## config.mk

```make
export PLATFORM = sky130hd
export DESIGN_NAME = ddr_port_arbiter_flat
export DESIGN_NICKNAME = d
export VERILOG_FILES = /design/src/rtl/ddr_port_arbiter_if.sv /design/src/rtl/ddr_port_arbiter.sv /design/src/flat_wrapper.sv
export SDC_FILE = /design/constraint.sdc
export NUM_CORES = 1
export LEC_CHECK = 0
export CORE_MARGIN = 10
export CORE_UTILIZATION = 60
export CTS_BUF_LIST = sky130_fd_sc_hd__clkbuf_8
export DETAILED_ROUTE_END_ITERATION = 10
export DONT_BUFFER_PORTS = 1
export HOLD_SLACK_MARGIN = 0.15
export MAX_ROUTING_LAYER = met4
export PLACE_DENSITY = 0.76
export SYNTH_ARGS = -nofsm -noshare
export SYNTH_HDL_FRONTEND = slang
export SYNTH_SLANG_ARGS = --single-unit
```

## constraint.sdc

```tcl
create_clock -name clock -period 2 [get_ports clock]
set_input_delay 0.5 -clock clock [delete_from_list [all_inputs] [get_ports clock]]
set_output_delay 0.5 -clock clock [all_outputs]
set_load 0.05 [all_outputs]
```

## src/rtl/ddr_port_arbiter_if.sv

```systemverilog
// ddr_port_arbiter_if: requester A/B handshakes plus the single memory port.
// The arbiter connects through the slave modport; requesters and the storage
// block sit on the master side.
interface ddr_port_arbiter_if #(
  parameter int ADDR_W = 3,
  parameter int DATA_W = 8
);
  // Requester A
  logic              a_req;
  logic              a_we;
  logic [ADDR_W-1:0] a_addr;
  logic [DATA_W-1:0] a_wdata;
  logic              a_ack;
  logic [DATA_W-1:0] a_rdata;
  logic              a_rvalid;

  // Requester B
  logic              b_req;
  logic              b_we;
  logic [ADDR_W-1:0] b_addr;
  logic [DATA_W-1:0] b_wdata;
  logic              b_ack;
  logic [DATA_W-1:0] b_rdata;
  logic              b_rvalid;

  // Storage block
  logic              mem_wr;
  logic              mem_rd;
  logic [ADDR_W-1:0] mem_wr_add;
  logic [ADDR_W-1:0] mem_rd_add;
  logic [DATA_W-1:0] mem_data_in;
  logic [DATA_W-1:0] mem_data_out;

  modport slave (
    input  a_req, a_we, a_addr, a_wdata,
    output a_ack, a_rdata, a_rvalid,
    input  b_req, b_we, b_addr, b_wdata,
    output b_ack, b_rdata, b_rvalid,
    output mem_wr, mem_rd, mem_wr_add, mem_rd_add, mem_data_in,
    input  mem_data_out
  );

  modport master (
    output a_req, a_we, a_addr, a_wdata,
    input  a_ack, a_rdata, a_rvalid,
    output b_req, b_we, b_addr, b_wdata,
    input  b_ack, b_rdata, b_rvalid,
    input  mem_wr, mem_rd, mem_wr_add, mem_rd_add, mem_data_in,
    output mem_data_out
  );
endinterface

```

## src/rtl/ddr_port_arbiter.sv

```systemverilog
// ddr_port_arbiter: two-port arbiter and sequencer for the 8x8 DDR storage
// block. Serialises A/B reads and writes onto one memory port, strobes the
// memory for one cycle per access and returns read data to its issuer after
// RD_LAT cycles.
// Build option: define DDR_ARB_FIXED_PRIO_EN to give A strict priority on
// every tie (no round-robin pointer; B can starve). Default is round-robin.
module ddr_port_arbiter #(
  parameter int ADDR_W = 3,
  parameter int DATA_W = 8,
  parameter int RD_LAT = 1
) (
  input  logic              clock,
  input  logic              reset,
  ddr_port_arbiter_if.slave bus
);

  typedef enum logic [1:0] {
    IDLE  = 2'd0,
    ISSUE = 2'd1,
    WAIT  = 2'd2
  } state_t;

  state_t            state;
  logic              owner_b;   // port that owns the access in flight
  logic              op_we;     // access in flight is a write
  logic [2:0]        cnt;       // read latency countdown

  logic              a_ack;
  logic              b_ack;
  logic              a_rvalid;
  logic              b_rvalid;
  logic [DATA_W-1:0] a_rdata;
  logic [DATA_W-1:0] b_rdata;
  logic              mem_wr;
  logic              mem_rd;
  logic [ADDR_W-1:0] mem_wr_add;
  logic [ADDR_W-1:0] mem_rd_add;
  logic [DATA_W-1:0] mem_data_in;

  logic              any_req;
  logic              grant_b;
  logic              sel_we;
  logic [ADDR_W-1:0] sel_addr;
  logic [DATA_W-1:0] sel_wdata;

  assign any_req = bus.a_req | bus.b_req;

`ifdef DDR_ARB_FIXED_PRIO_EN
  // A wins every tie; B only gets through when A is quiet
  always_comb begin
    grant_b = bus.b_req & ~bus.a_req;
  end
`else
  logic ptr_b;  // 1: last grant went to B, so A wins the next tie

  // On a tie grant the port the pointer is not on; a lone requester always wins
  always_comb begin
    grant_b = bus.b_req;
    if (bus.a_req && bus.b_req) begin
      grant_b = ~ptr_b;
    end
  end

  // Pointer follows every grant; reset parks it on B so A wins the first tie
  always_ff @(posedge clock) begin
    if (reset) begin
      ptr_b <= 1'b1;
    end else if (state == IDLE && any_req) begin
      ptr_b <= grant_b;
    end
  end
`endif

  // Winner's request fields, consumed only on the IDLE -> ISSUE transition
  always_comb begin
    sel_we    = grant_b ? bus.b_we    : bus.a_we;
    sel_addr  = grant_b ? bus.b_addr  : bus.a_addr;
    sel_wdata = grant_b ? bus.b_wdata : bus.a_wdata;
  end

  // Sequencer: all outputs are registered, so the strobe, address/data and
  // ack for an access are loaded when leaving IDLE and are visible exactly
  // during the ISSUE cycle; every pulse defaults back to 0 one cycle later.
  always_ff @(posedge clock) begin
    if (reset) begin
      state       <= IDLE;
      owner_b     <= 1'b0;
      op_we       <= 1'b0;
      cnt         <= 3'd0;
      a_ack       <= 1'b0;
      b_ack       <= 1'b0;
      a_rvalid    <= 1'b0;
      b_rvalid    <= 1'b0;
      a_rdata     <= '0;
      b_rdata     <= '0;
      mem_wr      <= 1'b0;
      mem_rd      <= 1'b0;
      mem_wr_add  <= '0;
      mem_rd_add  <= '0;
      mem_data_in <= '0;
    end else begin
      a_ack       <= 1'b0;
      b_ack       <= 1'b0;
      a_rvalid    <= 1'b0;
      b_rvalid    <= 1'b0;
      mem_wr      <= 1'b0;
      mem_rd      <= 1'b0;
      mem_wr_add  <= '0;
      mem_rd_add  <= '0;
      mem_data_in <= '0;

      case (state)
        IDLE: begin
          if (any_req) begin
            owner_b <= grant_b;
            op_we   <= sel_we;
            a_ack   <= ~grant_b;
            b_ack   <= grant_b;
            if (sel_we) begin
              mem_wr      <= 1'b1;
              mem_wr_add  <= sel_addr;
              mem_data_in <= sel_wdata;
            end else begin
              mem_rd      <= 1'b1;
              mem_rd_add  <= sel_addr;
            end
            state <= ISSUE;
          end
        end

        ISSUE: begin
          if (op_we) begin
            state <= IDLE;
          end else begin
            cnt   <= 3'(RD_LAT);
            state <= WAIT;
          end
        end

        WAIT: begin
          // Last wait cycle is the one in which mem_data_out is valid
          if (cnt == 3'd1) begin
            cnt <= 3'd0;
            if (owner_b) begin
              b_rdata  <= bus.mem_data_out;
              b_rvalid <= 1'b1;
            end else begin
              a_rdata  <= bus.mem_data_out;
              a_rvalid <= 1'b1;
            end
            state <= IDLE;
          end else begin
            cnt <= cnt - 3'd1;
          end
        end

        default: begin
          state <= IDLE;
        end
      endcase
    end
  end

  assign bus.a_ack       = a_ack;
  assign bus.b_ack       = b_ack;
  assign bus.a_rvalid    = a_rvalid;
  assign bus.b_rvalid    = b_rvalid;
  assign bus.a_rdata     = a_rdata;
  assign bus.b_rdata     = b_rdata;
  assign bus.mem_wr      = mem_wr;
  assign bus.mem_rd      = mem_rd;
  assign bus.mem_wr_add  = mem_wr_add;
  assign bus.mem_rd_add  = mem_rd_add;
  assign bus.mem_data_in = mem_data_in;

endmodule
```

## src/flat_wrapper.sv

```systemverilog
// flat-port wrapper written by rule: the top's interface ports become plain ports
module ddr_port_arbiter_flat 
#(
  parameter int ADDR_W = 3,
  parameter int DATA_W = 8,
  parameter int RD_LAT = 1
)
  (clock, reset, bus_a_req, bus_a_we, bus_a_addr, bus_a_wdata, bus_a_ack, bus_a_rdata, bus_a_rvalid, bus_b_req, bus_b_we, bus_b_addr, bus_b_wdata, bus_b_ack, bus_b_rdata, bus_b_rvalid, bus_mem_wr, bus_mem_rd, bus_mem_wr_add, bus_mem_rd_add, bus_mem_data_in, bus_mem_data_out);
  ddr_port_arbiter_if #(.ADDR_W(ADDR_W), .DATA_W(DATA_W)) bus_i ();
  input  logic clock;
  input  logic reset;
  input wire logic [$bits(bus_i.a_req)-1:0] bus_a_req;
  input wire logic [$bits(bus_i.a_we)-1:0] bus_a_we;
  input wire logic [$bits(bus_i.a_addr)-1:0] bus_a_addr;
  input wire logic [$bits(bus_i.a_wdata)-1:0] bus_a_wdata;
  output wire logic [$bits(bus_i.a_ack)-1:0] bus_a_ack;
  output wire logic [$bits(bus_i.a_rdata)-1:0] bus_a_rdata;
  output wire logic [$bits(bus_i.a_rvalid)-1:0] bus_a_rvalid;
  input wire logic [$bits(bus_i.b_req)-1:0] bus_b_req;
  input wire logic [$bits(bus_i.b_we)-1:0] bus_b_we;
  input wire logic [$bits(bus_i.b_addr)-1:0] bus_b_addr;
  input wire logic [$bits(bus_i.b_wdata)-1:0] bus_b_wdata;
  output wire logic [$bits(bus_i.b_ack)-1:0] bus_b_ack;
  output wire logic [$bits(bus_i.b_rdata)-1:0] bus_b_rdata;
  output wire logic [$bits(bus_i.b_rvalid)-1:0] bus_b_rvalid;
  output wire logic [$bits(bus_i.mem_wr)-1:0] bus_mem_wr;
  output wire logic [$bits(bus_i.mem_rd)-1:0] bus_mem_rd;
  output wire logic [$bits(bus_i.mem_wr_add)-1:0] bus_mem_wr_add;
  output wire logic [$bits(bus_i.mem_rd_add)-1:0] bus_mem_rd_add;
  output wire logic [$bits(bus_i.mem_data_in)-1:0] bus_mem_data_in;
  input wire logic [$bits(bus_i.mem_data_out)-1:0] bus_mem_data_out;
  assign bus_i.a_req = bus_a_req;
  assign bus_i.a_we = bus_a_we;
  assign bus_i.a_addr = bus_a_addr;
  assign bus_i.a_wdata = bus_a_wdata;
  assign bus_a_ack = bus_i.a_ack;
  assign bus_a_rdata = bus_i.a_rdata;
  assign bus_a_rvalid = bus_i.a_rvalid;
  assign bus_i.b_req = bus_b_req;
  assign bus_i.b_we = bus_b_we;
  assign bus_i.b_addr = bus_b_addr;
  assign bus_i.b_wdata = bus_b_wdata;
  assign bus_b_ack = bus_i.b_ack;
  assign bus_b_rdata = bus_i.b_rdata;
  assign bus_b_rvalid = bus_i.b_rvalid;
  assign bus_mem_wr = bus_i.mem_wr;
  assign bus_mem_rd = bus_i.mem_rd;
  assign bus_mem_wr_add = bus_i.mem_wr_add;
  assign bus_mem_rd_add = bus_i.mem_rd_add;
  assign bus_mem_data_in = bus_i.mem_data_in;
  assign bus_i.mem_data_out = bus_mem_data_out;
  ddr_port_arbiter #(.ADDR_W(ADDR_W), .DATA_W(DATA_W), .RD_LAT(RD_LAT)) u_core (.clock(clock), .reset(reset), .bus(bus_i));
endmodule
```

---- Word-level counts from Yosys, hierarchy flattened ----
Cells that the tools add are included.
storage, ports and cells
  register bits ........................... 44
  input bits .............................. 36
  output and inout port bits .............. 36
  logic and storage cells ................. 60
cells by class
  add/subtract/negate cells ............... 1
  equal/unequal tests ..................... 6
  muxes and demuxes ....................... 15
  bitwise operators ....................... 9
  reduce and logical (&&, ||, !) cells .... 13
operators with widths
  kind                                                                      count
  3-bit two-way mux                                                         3
  8-bit two-way mux                                                         1
  1-bit NOT                                                                 8
  4-bit OR reduction                                                        2
  1-bit two-way mux                                                         6
  2-bit two-way mux                                                         3
  2-bit one-hot mux with 3 select lines                                     1
  3-bit one-hot mux with 2 select lines                                     1
  2-bit AND reduction                                                       3
  3-bit AND reduction                                                       2
  3-bit OR reduction                                                        2
  2-bit by 1-bit inequality test with 1-bit output (second input constant)  2
  3-bit by 1-bit equality test with 1-bit output (second input constant)    1
  3-bit by 1-bit subtractor with 3-bit output (second input constant)       1
  2-bit by 1-bit equality test with 1-bit output (second input constant)    1
  2-bit equality test (second input constant)                               1
  1-bit logical AND                                                         2
  2-bit zero test                                                           1
  2-bit inequality test (second input constant)                             1
  2-bit nonzero test                                                        1
  1-bit bitwise OR                                                          1

---- Logic depth before layout (Yosys ltp) ----
  depth in word-level cells ............... 5
  depth in mapped cells ................... 6
  depth with buffers taken out ............ 5

---- Least setup slack after synthesis ----
No wires, ideal clock.
  kind .................................... reg2reg
  from .................................... register u_core.cnt[1]
  to ...................................... register u_core.a_rdata[1], in the netlist u_core.bus.a_rdata[1]
  library setup time ...................... 0.121 ns
  arrival time ............................ 1.234 ns
  required time ........................... 1.879 ns
  slack ................................... 0.645 ns
  cell stages (with the launch flop) ...... 7
  buffers on the path ..................... 1
  clock period less this slack ............ 1.355 ns
  cells stage by stage .................... dfxtp_1 > inv_1 > ha_1 > nand2b_1 > or3_1 > buf_2 > mux2i_1
between the ends
  word-level cells in the longest chain between the ends .. 2
RTL lines
  element                                         RTL line                 text
  start, declared                                 ddr_port_arbiter.sv:26   logic [2:0] cnt;
  start signal, assigned                          ddr_port_arbiter.sv:135  cnt <= 3'(RD_LAT);
  start signal, assigned                          ddr_port_arbiter.sv:153  cnt <= cnt - 3'd1;
  3-bit by 1-bit equality test with 1-bit output  ddr_port_arbiter.sv:142  if (cnt == 3'd1) begin
  3-bit AND reduction (no source line)            -
  end signal, assigned                            ddr_port_arbiter.sv:148  a_rdata <= bus.mem_data_out;
  end, declared                                   ddr_port_arbiter.sv:32   logic [DATA_W-1:0] a_rdata;
No other way between the ends.
A chain may end at the register's enable or synchronous reset.

---- Worst setup path after layout ----
Same ends and word-level chain as after synthesis.

==> results_dict.tcl <==
set metrics [dict create \
    status "finished, final reports clean" \
    grt_max_degree 35 \
    portBuffers 0 \
    drtIter0Drc 65 \
    overflow 0 \
    yosysMostFrequentCell "dfxtp_1" \
    nFillCells 245 \
    avgViaCountPerCell 6.14 \
    fin_ws_ns 0.473 \
    grt_use_met2 0.246 \
    core_um2 2810 \
    die_x_um 74.6 \
    cts.repair.resized 0 \
    ys_warn_count 0 \
    clock-root-buffer "clkbuf_8" \
    power.static_leakage_nw 0.729 \
    dp_slack_ns 0.478 \
    start_util 0.637 \
    routed_wl_um 4240 \
    setup_tns_ns 0 \
    end_kind "flop" \
    synth_area_per_cell_um2 9.50 \
    areaGrowthSynthToFinish_pct 6.65 \
    rows 19 \
    vias 1333 \
    drv_cap 0 \
    cts_buffer_depth 2 \
    cts_setup_buffers 0 \
    track_usage 0.164 \
    top_usage_layer "met2" \
    detail-route-antenna-nets 0 \
    worstSetupStartpointType "flop" \
    yosysSeqAreaShare 0.493 \
    holdCritPathClass "input pin to flop" \
    wl_per_cell_um 19.6 \
    netlist_top_cells_count "dfxtp_1, nand2b_1, nand3_1" \
    worstRegToRegCells 5 \
    post-route-min-period_ns 1.53 \
    yosys-top-cells-area "dfxtp_1, mux2i_1, nand2b_1" \
    synth_area_um2 1790 \
    die_y_um 74.6 \
    yosys.area.top_type "dfxtp_1" \
    hold_path_depth 1 \
    critPathMaxFanout 6 \
    fin_worst_skew_ns 0.00653 \
    power_mw 1.91 \
    cts_made_buffers 5 \
    grt_pass1_vias 1322 \
    htreeDepth 2 \
    dp_hpwl_um 3210 \
    antenna_cells 0 \
    drc 0 \
    dieArea_um2 5560 \
    place_congestion 0.760 \
    finalHoldViolations 0 \
    cts_tree "yes" \
    io_pins 72 \
    antenna_found_initial 0 \
    p_per_area_nw_per_um2 1000 \
    clock-sinks 44 \
    design_area_um2 1910 \
    firstDrtPassIters 4 \
    final-max-slew-violation-count 0 \
    synth_top_area_share 0.493 \
    clock_latency_ns 0.30 \
    rsz0062_at_grt "false" \
    ys_ff_latch 44 \
    whs_ns 0.264 \
    syn-num-nets 226 \
    relSlewSlack 0.635 \
    async_flop_share 0 \
    ys_types 31 \
    ir_drop_uv 693 \
    cp.required_ns 2.18 \
    hold_buffers 0 \
    synthFlopType "dfxtp_1" \
    fmax_mhz 655 \
    grt_use_met3 0.0771 \
    synth_edf_count 0 \
    finalNetCount 223 \
    max_slew.worst_pin.slew_ns 0.547 \
    period_share 0.763 \
    critPathKind "flop to flop" \
    grt_pass1_wl_um 6720 \
    path_clk_slew_ns 0.08 \
    grt_use_met1 0.183 \
    synthCells 188 \
    arrival_ns 1.71 \
    place_area_um2 1780 \
    layout-drive-gt1-share 0.0806 \
    setup_viol 0 \
]
==> cell type report <==
type                       instances  area [µm²]  area share
sequential                        44         881       0.462
multi-input combinational        129         842       0.442
clock buffer                       6        82.6      0.0433
clock inverter                     2        38.8      0.0204
tap                               31        38.8      0.0204
inverter                           4        15.0     0.00788
timing repair buffer               1        7.51     0.00394
==> registers in the layout, indices dropped and copies added (netlist names) <==
| name | cells |
|---|---|
| u_core.bus.mem_rd | 1 |
| u_core.op_we | 1 |
| u_core.owner_b | 1 |
| u_core.bus.a_rdata | 8 |
| u_core.bus.mem_data_in | 8 |
| u_core.bus.mem_wr | 1 |
| u_core.bus.b_rvalid | 1 |
| u_core.cnt | 3 |
| u_core.bus.a_ack | 1 |
| u_core.bus.mem_rd_add | 3 |
| u_core.bus.b_ack | 1 |
| u_core.state | 2 |
| u_core.bus.b_rdata | 8 |
| u_core.ptr_b | 1 |
| u_core.bus.a_rvalid | 1 |
| u_core.bus.mem_wr_add | 3 |
==> per-stage QoR <==
step	std cells	util
floorplan	188	-
global placement	209	0.636
detailed placement	209	0.636
CTS	217	0.679
global route	217	0.679
finish	217	0.679
==> layer usage <==
metal,routed length [µm],up-vias
met4,68,0
met5,0,-
met3,460,8
met1,1650,626
met2,2060,59
li1,-,640
==> power breakdown <==
part           switching (mW)  internal [mW]
clock                   0.306          0.408
sequential              0.117          0.917
combinational          0.0897         0.0739
==> critical path: stages (launching register included) <==
cell and delay [ns]:
dfxtp_1 0.32, inv_1 0.08, ha_1 0.18, nand2b_1 0.14, or3_1 0.53, mux2i_1 0.17
==> path summary, 6_finish.rpt <==
kind / to / slack [ns] / from
worst min register to register: u_core.cnt[2] / 0.51 / u_core.cnt[2]
worst max-delay path: u_core.bus.a_rdata[1] / 0.47 / u_core.cnt[1]
worst max register to register: u_core.bus.a_rdata[1] / 0.47 / u_core.cnt[1]
worst min-delay path: u_core.bus.a_rvalid / 0.26 / reset
==> cells by family after synthesis <==
family | share of synthesized area
simple gates | 0.265
flops | 0.493
compound gates | 0.0966
mux | 0.0952
buf+inv | 0.0357
fa+ha+maj | 0.0140
==> layout by cell type (no fill, tap or decap) <==
cell type / netlist / layout
clkbuf_8: 0 / 6
nand2b_1: 27 / 27
nand3b_1: 8 / 8
or2_1: 1 / 1
a31oi_1: 1 / 1
clkinv_4: 0 / 1
o31ai_1: 1 / 1
nor3_2: 1 / 1
nand3b_2: 1 / 1
and2_1: 1 / 1
or3_1: 2 / 2
bufinv_16: 0 / 1
a311oi_1: 2 / 2
nand3_1: 23 / 23
nor3b_1: 1 / 1
nor2_1: 9 / 9
dfxtp_1: 44 / 44
nand2_1: 3 / 3
and3_1: 2 / 2
a21oi_1: 19 / 19
clkinv_1: 1 / 1
nor2_2: 1 / 1
o2bb2ai_1: 1 / 1
inv_1: 2 / 2
buf_4: 0 / 1
mux2i_1: 17 / 17
nor2b_1: 2 / 2
a21bo_2: 1 / 1
inv_2: 1 / 1
o21bai_1: 1 / 1
ha_1: 2 / 2
a21boi_2: 1 / 1
a2111oi_0: 1 / 1
(Power assumes the default switching activity.)
==> patch 1: new RTL, config.mk and constraints unchanged <==
Build with the macro `DDR_ARB_FIXED_PRIO_EN` defined.
--- a/src/rtl/ddr_port_arbiter.sv
+++ b/src/rtl/ddr_port_arbiter.sv
@@ -4,6 +4,8 @@
 // RD_LAT cycles.
 // Build option: define DDR_ARB_FIXED_PRIO_EN to give A strict priority on
 // every tie (no round-robin pointer; B can starve). Default is round-robin.
+`define DDR_ARB_FIXED_PRIO_EN
+
 module ddr_port_arbiter #(
   parameter int ADDR_W = 3,
   parameter int DATA_W = 8,
Behaviour: not the same (Yosys sat finds a counterexample within 4 cycles, from zero or initial values and one cycle with reset high).
==> patch 1 against the unedited design <==
Setup slack lost 5.6 ps. Total power shrank 13%. Synthesized area grew 0.84%. Routed wire length shrank 9.9%. Synthesized cell count shrank 3.2%. Combinational power shrank 9.8%. Critical path depth shrank 1. Critical path type unchanged. Design area shrank 2.4%. Sequential cell count shrank 1.
==> patch 1: results (changes against the unedited design) <==
{| class="wikitable"
! Metric !! Value
|-
| Setup WS pre-CTS || 443.8 ps (-34.24 ps)
|-
| Final weighted congestion of routability-driven global placement || 0.7418 (-2.4%)
|-
| HPWL reported at the end of detailed placement || 2.944 mm (-8.3%)
|-
| Number of buffers inserted during clock tree synthesis || 5 (unchanged)
|-
| Complex-gate fraction of the synthesized area || 0.09167 (-0.004972)
|-
| Routed length per instance || 18.21 um (-6.9%)
|-
| First-pass GRT wire length || 5.913 mm (-12%)
|-
| Count of nets after finishing || 216 (-3.1%)
|-
| Transition time at the pin with the least slew margin || 533.2 ps (-13.58 ps)
|-
| Total GRT Usage || 0.1384 (-0.02609)
|-
| Placed Instance Area || 1775 um^2 (-0.49%)
|-
| Cell variety after synth || 34 (+9.7%)
|-
| Largest stage delay, worst path || 480 ps (-50 ps)
|-
| Fill cell instance count of the final layout || 239 (-2.4%)
|-
| Largest net degree at the start of global routing || 34 (-2.9%)
|-
| Layout-stage area growth over the synthesis result || 3.264%
|-
| Type of the most critical hold path || primary input to flop
|-
| Leading register cell type out of synthesis || sky130_fd_sc_hd__dfxtp_1
|-
| Post-synthesis cell count || 182 (-3.2%)
|-
| RR Startpoint || u_core.state[1]
|-
| Vias in the first global route || 1247 (-5.7%)
|-
| LEAKAGE || 0.6903 nW (-5.3%)
|-
| Worst-case hold path end point || u_core.cnt[2]
|-
| Commonest cells in the synthesized netlist || sky130_fd_sc_hd__dfxtp_1 (43), sky130_fd_sc_hd__nand2b_1 (27), sky130_fd_sc_hd__nand3_1 (24)
|-
| Synth top area cells || sky130_fd_sc_hd__dfxtp_1 (48%), sky130_fd_sc_hd__mux2i_1 (9.4%), sky130_fd_sc_hd__nand2b_1 (9.4%), sky130_fd_sc_hd__nand3_1 (6.7%), sky130_fd_sc_hd__a21oi_1 (3.3%)
|-
| Fraction of final layout cells with drive strength greater than 1 || 0.1285 (+0.04785)
|-
| Placed Cells || 202 (-3.3%)
|-
| Depth of the worst register-to-register path || 4 (-1)
|-
| Xor-xnor portion of the synthesized cell area || 0 (unchanged)
|-
| Arithmetic-cell share of the synthesized area counting full adders, half adders and majority gates || 0.01389 (-0.0001167)
|-
| Count of placed standard cells in the final layout, fillers left out || 210 (-3.2%)
|-
| Mux contribution to synthesized area || 0.09444 (-0.0007937)
|-
| Worst vdd rail ir drop || 0.6267 mV (-9.6%)
|-
| DR vias/cell || 5.938 (-3.3%)
|-
| Minimum hold slack || 276.9 ps (+12.52 ps)
|-
| Crit path max-delay cell type || sky130_fd_sc_hd__dfxtp_1
|-
| Clock skew || 2.252 ps (-4.280 ps)
|-
| Top fanout value on the critical path || 10 (+4)
|-
| Detailed Route Iter0 Violations || 71 (+9.2%)
|-
| Status || complete, no violations
|-
| R2R Path End || u_core.bus.b_rdata[4]
|-
| Sequential share of the synthesized area || 0.4778 (-0.01522)
|-
| Synth warnings || 0 (unchanged)
|}
patch 1: cell families (layout without fill, tap and decap cells):
family	count (synthesis)	in the layout
AOI/OAI and AO/OA	25	25
adders and majority gates	2	2
buffers and inverters	19	16
DFF	43	43
muxes	17	17
and+or+nand+nor	76	76
patch 1: area by class of cell:
| class | count | area, um^2 | area share |
|---|---|---|---|
| Multi-Input combinational cell | 120 | 834.6 | 0.4486 |
| Timing Repair Buffer | 3 | 22.52 | 0.01210 |
| Inverter | 5 | 18.77 | 0.01009 |
| Clock buffer | 5 | 68.82 | 0.03699 |
| Tap cell | 31 | 38.79 | 0.02085 |
| Clock inverter | 3 | 16.27 | 0.008742 |
| Sequential cell | 43 | 860.8 | 0.4627 |
patch 1: per-layer routing:
layer  track usage  wire length [um]  vias to the layer above  part of all wire
met5             -                 0                        -                 0
met4       0.05042                37                        0            0.0097
met3       0.06176               364                        5             0.095
met2        0.2161              1836                       48              0.48
met1        0.1533              1585                      578              0.41
li1              -                 -                      616                 -
patch 1: worst max path at each step:
stage,cells past startpoint,end,start,slack [ps]
2_1_floorplan,5,u_core.bus.mem_data_in[5],bus_a_req,560
3_3_place_gp,4,u_core.bus.b_rdata[2],u_core.state[1],540
3_5_place_dp,4,u_core.bus.b_rdata[4],u_core.state[1],440
4_1_cts,4,u_core.bus.b_rdata[4],u_core.state[1],450
5_1_grt,4,u_core.bus.b_rdata[5],u_core.state[1],300
6_report,4,u_core.bus.b_rdata[4],u_core.state[1],470
patch 1: report_power, final:
part / internal [W] / switching, W / total [W]
clock network: 0.000239 / 0.000283 / 0.000522
logic: 0.0000667 / 0.0000813 / 0.000148
registers: 0.000892 / 0.000103 / 0.000995
==> patch 2: new RTL, config.mk and constraints unchanged <==
Made on the original files. Make the reset (`reset`) asynchronous in 2 clocked blocks.
--- a/src/rtl/ddr_port_arbiter.sv
+++ b/src/rtl/ddr_port_arbiter.sv
@@ -62,7 +62,7 @@
   end
 
   // Pointer follows every grant; reset parks it on B so A wins the first tie
-  always_ff @(posedge clock) begin
+  always_ff @(posedge clock or posedge reset) begin
     if (reset) begin
       ptr_b <= 1'b1;
     end else if (state == IDLE && any_req) begin
@@ -81,7 +81,7 @@
   // Sequencer: all outputs are registered, so the strobe, address/data and
   // ack for an access are loaded when leaving IDLE and are visible exactly
   // during the ISSUE cycle; every pulse defaults back to 0 one cycle later.
-  always_ff @(posedge clock) begin
+  always_ff @(posedge clock or posedge reset) begin
     if (reset) begin
       state       <= IDLE;
       owner_b     <= 1'b0;
Formal check against the unedited RTL: differs if reset is asserted again (counterexample within 4 cycles, from zero or initial values and one cycle with reset high); with reset held inactive, the same outputs for 10 cycles.
==> patch 2 against the unedited design <==
Synthesized area fell by 1.9%. Design area is 2.1% lower. Setup slack got worse by 160 ps. Count of clock-buffer cells in the layout down 1. Critical path type unchanged. Critical endpoint is now u_core.bus.a_rdata[7]. Routed wire length decreased by 20%. First-iteration DRC count up 4.6%. Sequential share of layout area increased by 13 points. Sequential cell count did not move.
Power is not compared: it rests on default switching activity, and its combinational part moved more than twofold at a synthesized area within 25%.
==> patch 2: results (changes against the unedited design) <==
{| class="wikitable"
! Metric !! Value
|-
| Status || complete, no violations
|-
| Total GRT Usage || 0.1246 (-0.03982)
|-
| Fraction of registers with async set/reset || 1.000 (+1.000)
|-
| Count of nets after finishing || 167 (-25%)
|-
| Clock skew || 9.214 ps (+2.682 ps)
|-
| Crit path DAT || 1860 ps (+150 ps)
|-
| Count of placed standard cells in the final layout, fillers left out || 160 (-26%)
|-
| Setup WS pre-CTS || 292.4 ps (-185.6 ps)
|-
| Leading register cell type out of synthesis || sky130_fd_sc_hd__dfrtp_1
|-
| HPWL reported at the end of detailed placement || 2.700 mm (-16%)
|-
| Type of the most critical hold path || primary input to async pin
|-
| Detailed-routing iteration count for the pre-antenna-repair pass || 4 (unchanged)
|-
| Fraction of final layout cells with drive strength greater than 1 || 0.2558 (+0.1752)
|-
| Number of buffers inserted during clock tree synthesis || 5 (unchanged)
|-
| First-pass GRT wire length || 5.175 mm (-23%)
|-
| Commonest cells in the synthesized netlist || sky130_fd_sc_hd__dfrtp_1 (43), sky130_fd_sc_hd__mux2_2 (17), sky130_fd_sc_hd__a22o_1 (11)
|-
| Sw Ratio || 0.4829
|-
| Routed length per instance || 21.31 um (+9.0%)
|-
| Post-synthesis cell count || 123 (-35%)
|-
| Final weighted congestion of routability-driven global placement || 0.7396 (-2.7%)
|-
| Vias in the first global route || 1064 (-20%)
|-
| Diodes inserted || 0 (unchanged)
|-
| Placed Cells || 153 (-27%)
|-
| Insertion delay of the later-clocked pin in the worst-skew pair || 290 ps
|-
| Cell variety after synth || 30 (-3.2%)
|-
| Max_slew headroom || 0.6004 (-0.03450)
|-
| Sequential share of the synthesized area || 0.6288 (+0.1358)
|-
| Largest registers || u_core.bus.a_rdata x8, u_core.bus.b_rdata x8, u_core.bus.mem_data_in x8
|-
| Top fanout value on the critical path || 9 (+3)
|-
| Detailed Route Iter0 Violations || 68 (+4.6%)
|-
| DR vias/cell || 6.150 (+0.12%)
|-
| CTS max path bufs || 2 (unchanged)
|-
| Post-cts gate resize count || 0 (unchanged)
|-
| Largest net degree at the start of global routing || 45 (+29%)
|-
| Synth top area cells || sky130_fd_sc_hd__dfrtp_1 (61%), sky130_fd_sc_hd__mux2_2 (11%), sky130_fd_sc_hd__a22o_1 (5.5%), sky130_fd_sc_hd__nand3b_1 (3.0%), sky130_fd_sc_hd__dfstp_2 (1.5%)
|}
-- patch 2: cell count changes after synthesis, sizes merged, moves of 5 or more --
cell | unedited run | this run
dfxtp | 44 | 0
dfrtp | 0 | 43
nand2b | 27 | 2
nand3 | 23 | 1
mux2 | 0 | 17
mux2i | 17 | 2
a21oi | 19 | 5
a22o | 0 | 11
clkbuf | 5 | 0
nor2 | 10 | 5
-- patch 2: worst max-delay path: stages (launching register included) --
cell	delay [ps]
sky130_fd_sc_hd__dfrtp_1	380
sky130_fd_sc_hd__inv_1	80
sky130_fd_sc_hd__ha_1	240
sky130_fd_sc_hd__nand2b_1	130
sky130_fd_sc_hd__nor3_4	370
sky130_fd_sc_hd__mux2_2	380
-- patch 2: layer usage --
layer / track usage / share of wire
met5: - / 0
met4: 0.03727 / 0.0067
met3: 0.06383 / 0.14
met2: 0.2045 / 0.50
met1: 0.1276 / 0.35
-- patch 2: cell type report --
type / instances / area, um^2
multi-input combinational: 70 / 609.3
clock buffer: 5 / 68.82
timing repair buffer: 1 / 7.507
sequential: 44 / 1102
inverter: 7 / 26.28
fill: 211 / 915.9
clock inverter: 2 / 12.51
tap: 31 / 38.79
-- patch 2: through the flow --
stage | cell area, um^2 | hold WS [ps] | util
global route | 1866 | 261.4 | 0.6707
finish | 1866 | 216.5 | 0.6707
global placement | 1784 | 492.1 | 0.6415
floorplan | 1753 | 465.6 | -
detailed placement | 1784 | 509.8 | 0.6415
CTS | 1866 | 236.4 | 0.6707
-- patch 2: power groups by stage --
| stage | combinational, W | clock [W] | sequential, W |
|---|---|---|---|
| 6_report | 0.000605 | 0.000505 | 0.00228 |
| 3_5_place_dp | 0.000615 | 0 | 0.00231 |
| 4_1_cts | 0.000620 | 0.000517 | 0.00229 |
| 3_3_place_gp | 0.000582 | 0 | 0.00230 |
| 5_1_grt | 0.000688 | 0.000555 | 0.00233 |
| 2_1_floorplan | 0.000534 | 0 | 0.00222 |
-- patch 2: worst paths after layout --
path	endpoint	from	cells after the start	slack, ps
setup / recovery	u_core.bus.a_rdata[7]	u_core.cnt[1]	5	310
hold / removal	u_core.bus.a_rdata[5]	reset	2	220
setup reg to reg	u_core.bus.a_rdata[7]	u_core.cnt[1]	5	310
hold reg to reg	u_core.cnt[2]	u_core.cnt[2]	1	530
max in group asynchronous	u_core.ptr_b	reset	2	1410
min in group clock	u_core.ptr_b	bus_a_req	1	270
-- patch 2: cells by family (layout without fill, tap and decap cells) --
kind of cell | after synthesis | in the layout | synth area share
and+or+nand+nor | 25 | 25 | 0.1071
AOI/OAI and AO/OA | 24 | 24 | 0.1056
buffers and inverters | 9 | 15 | 0.02355
muxes | 19 | 19 | 0.1206
DFF | 44 | 44 | 0.6288
adders and majority gates | 2 | 2 | 0.01427
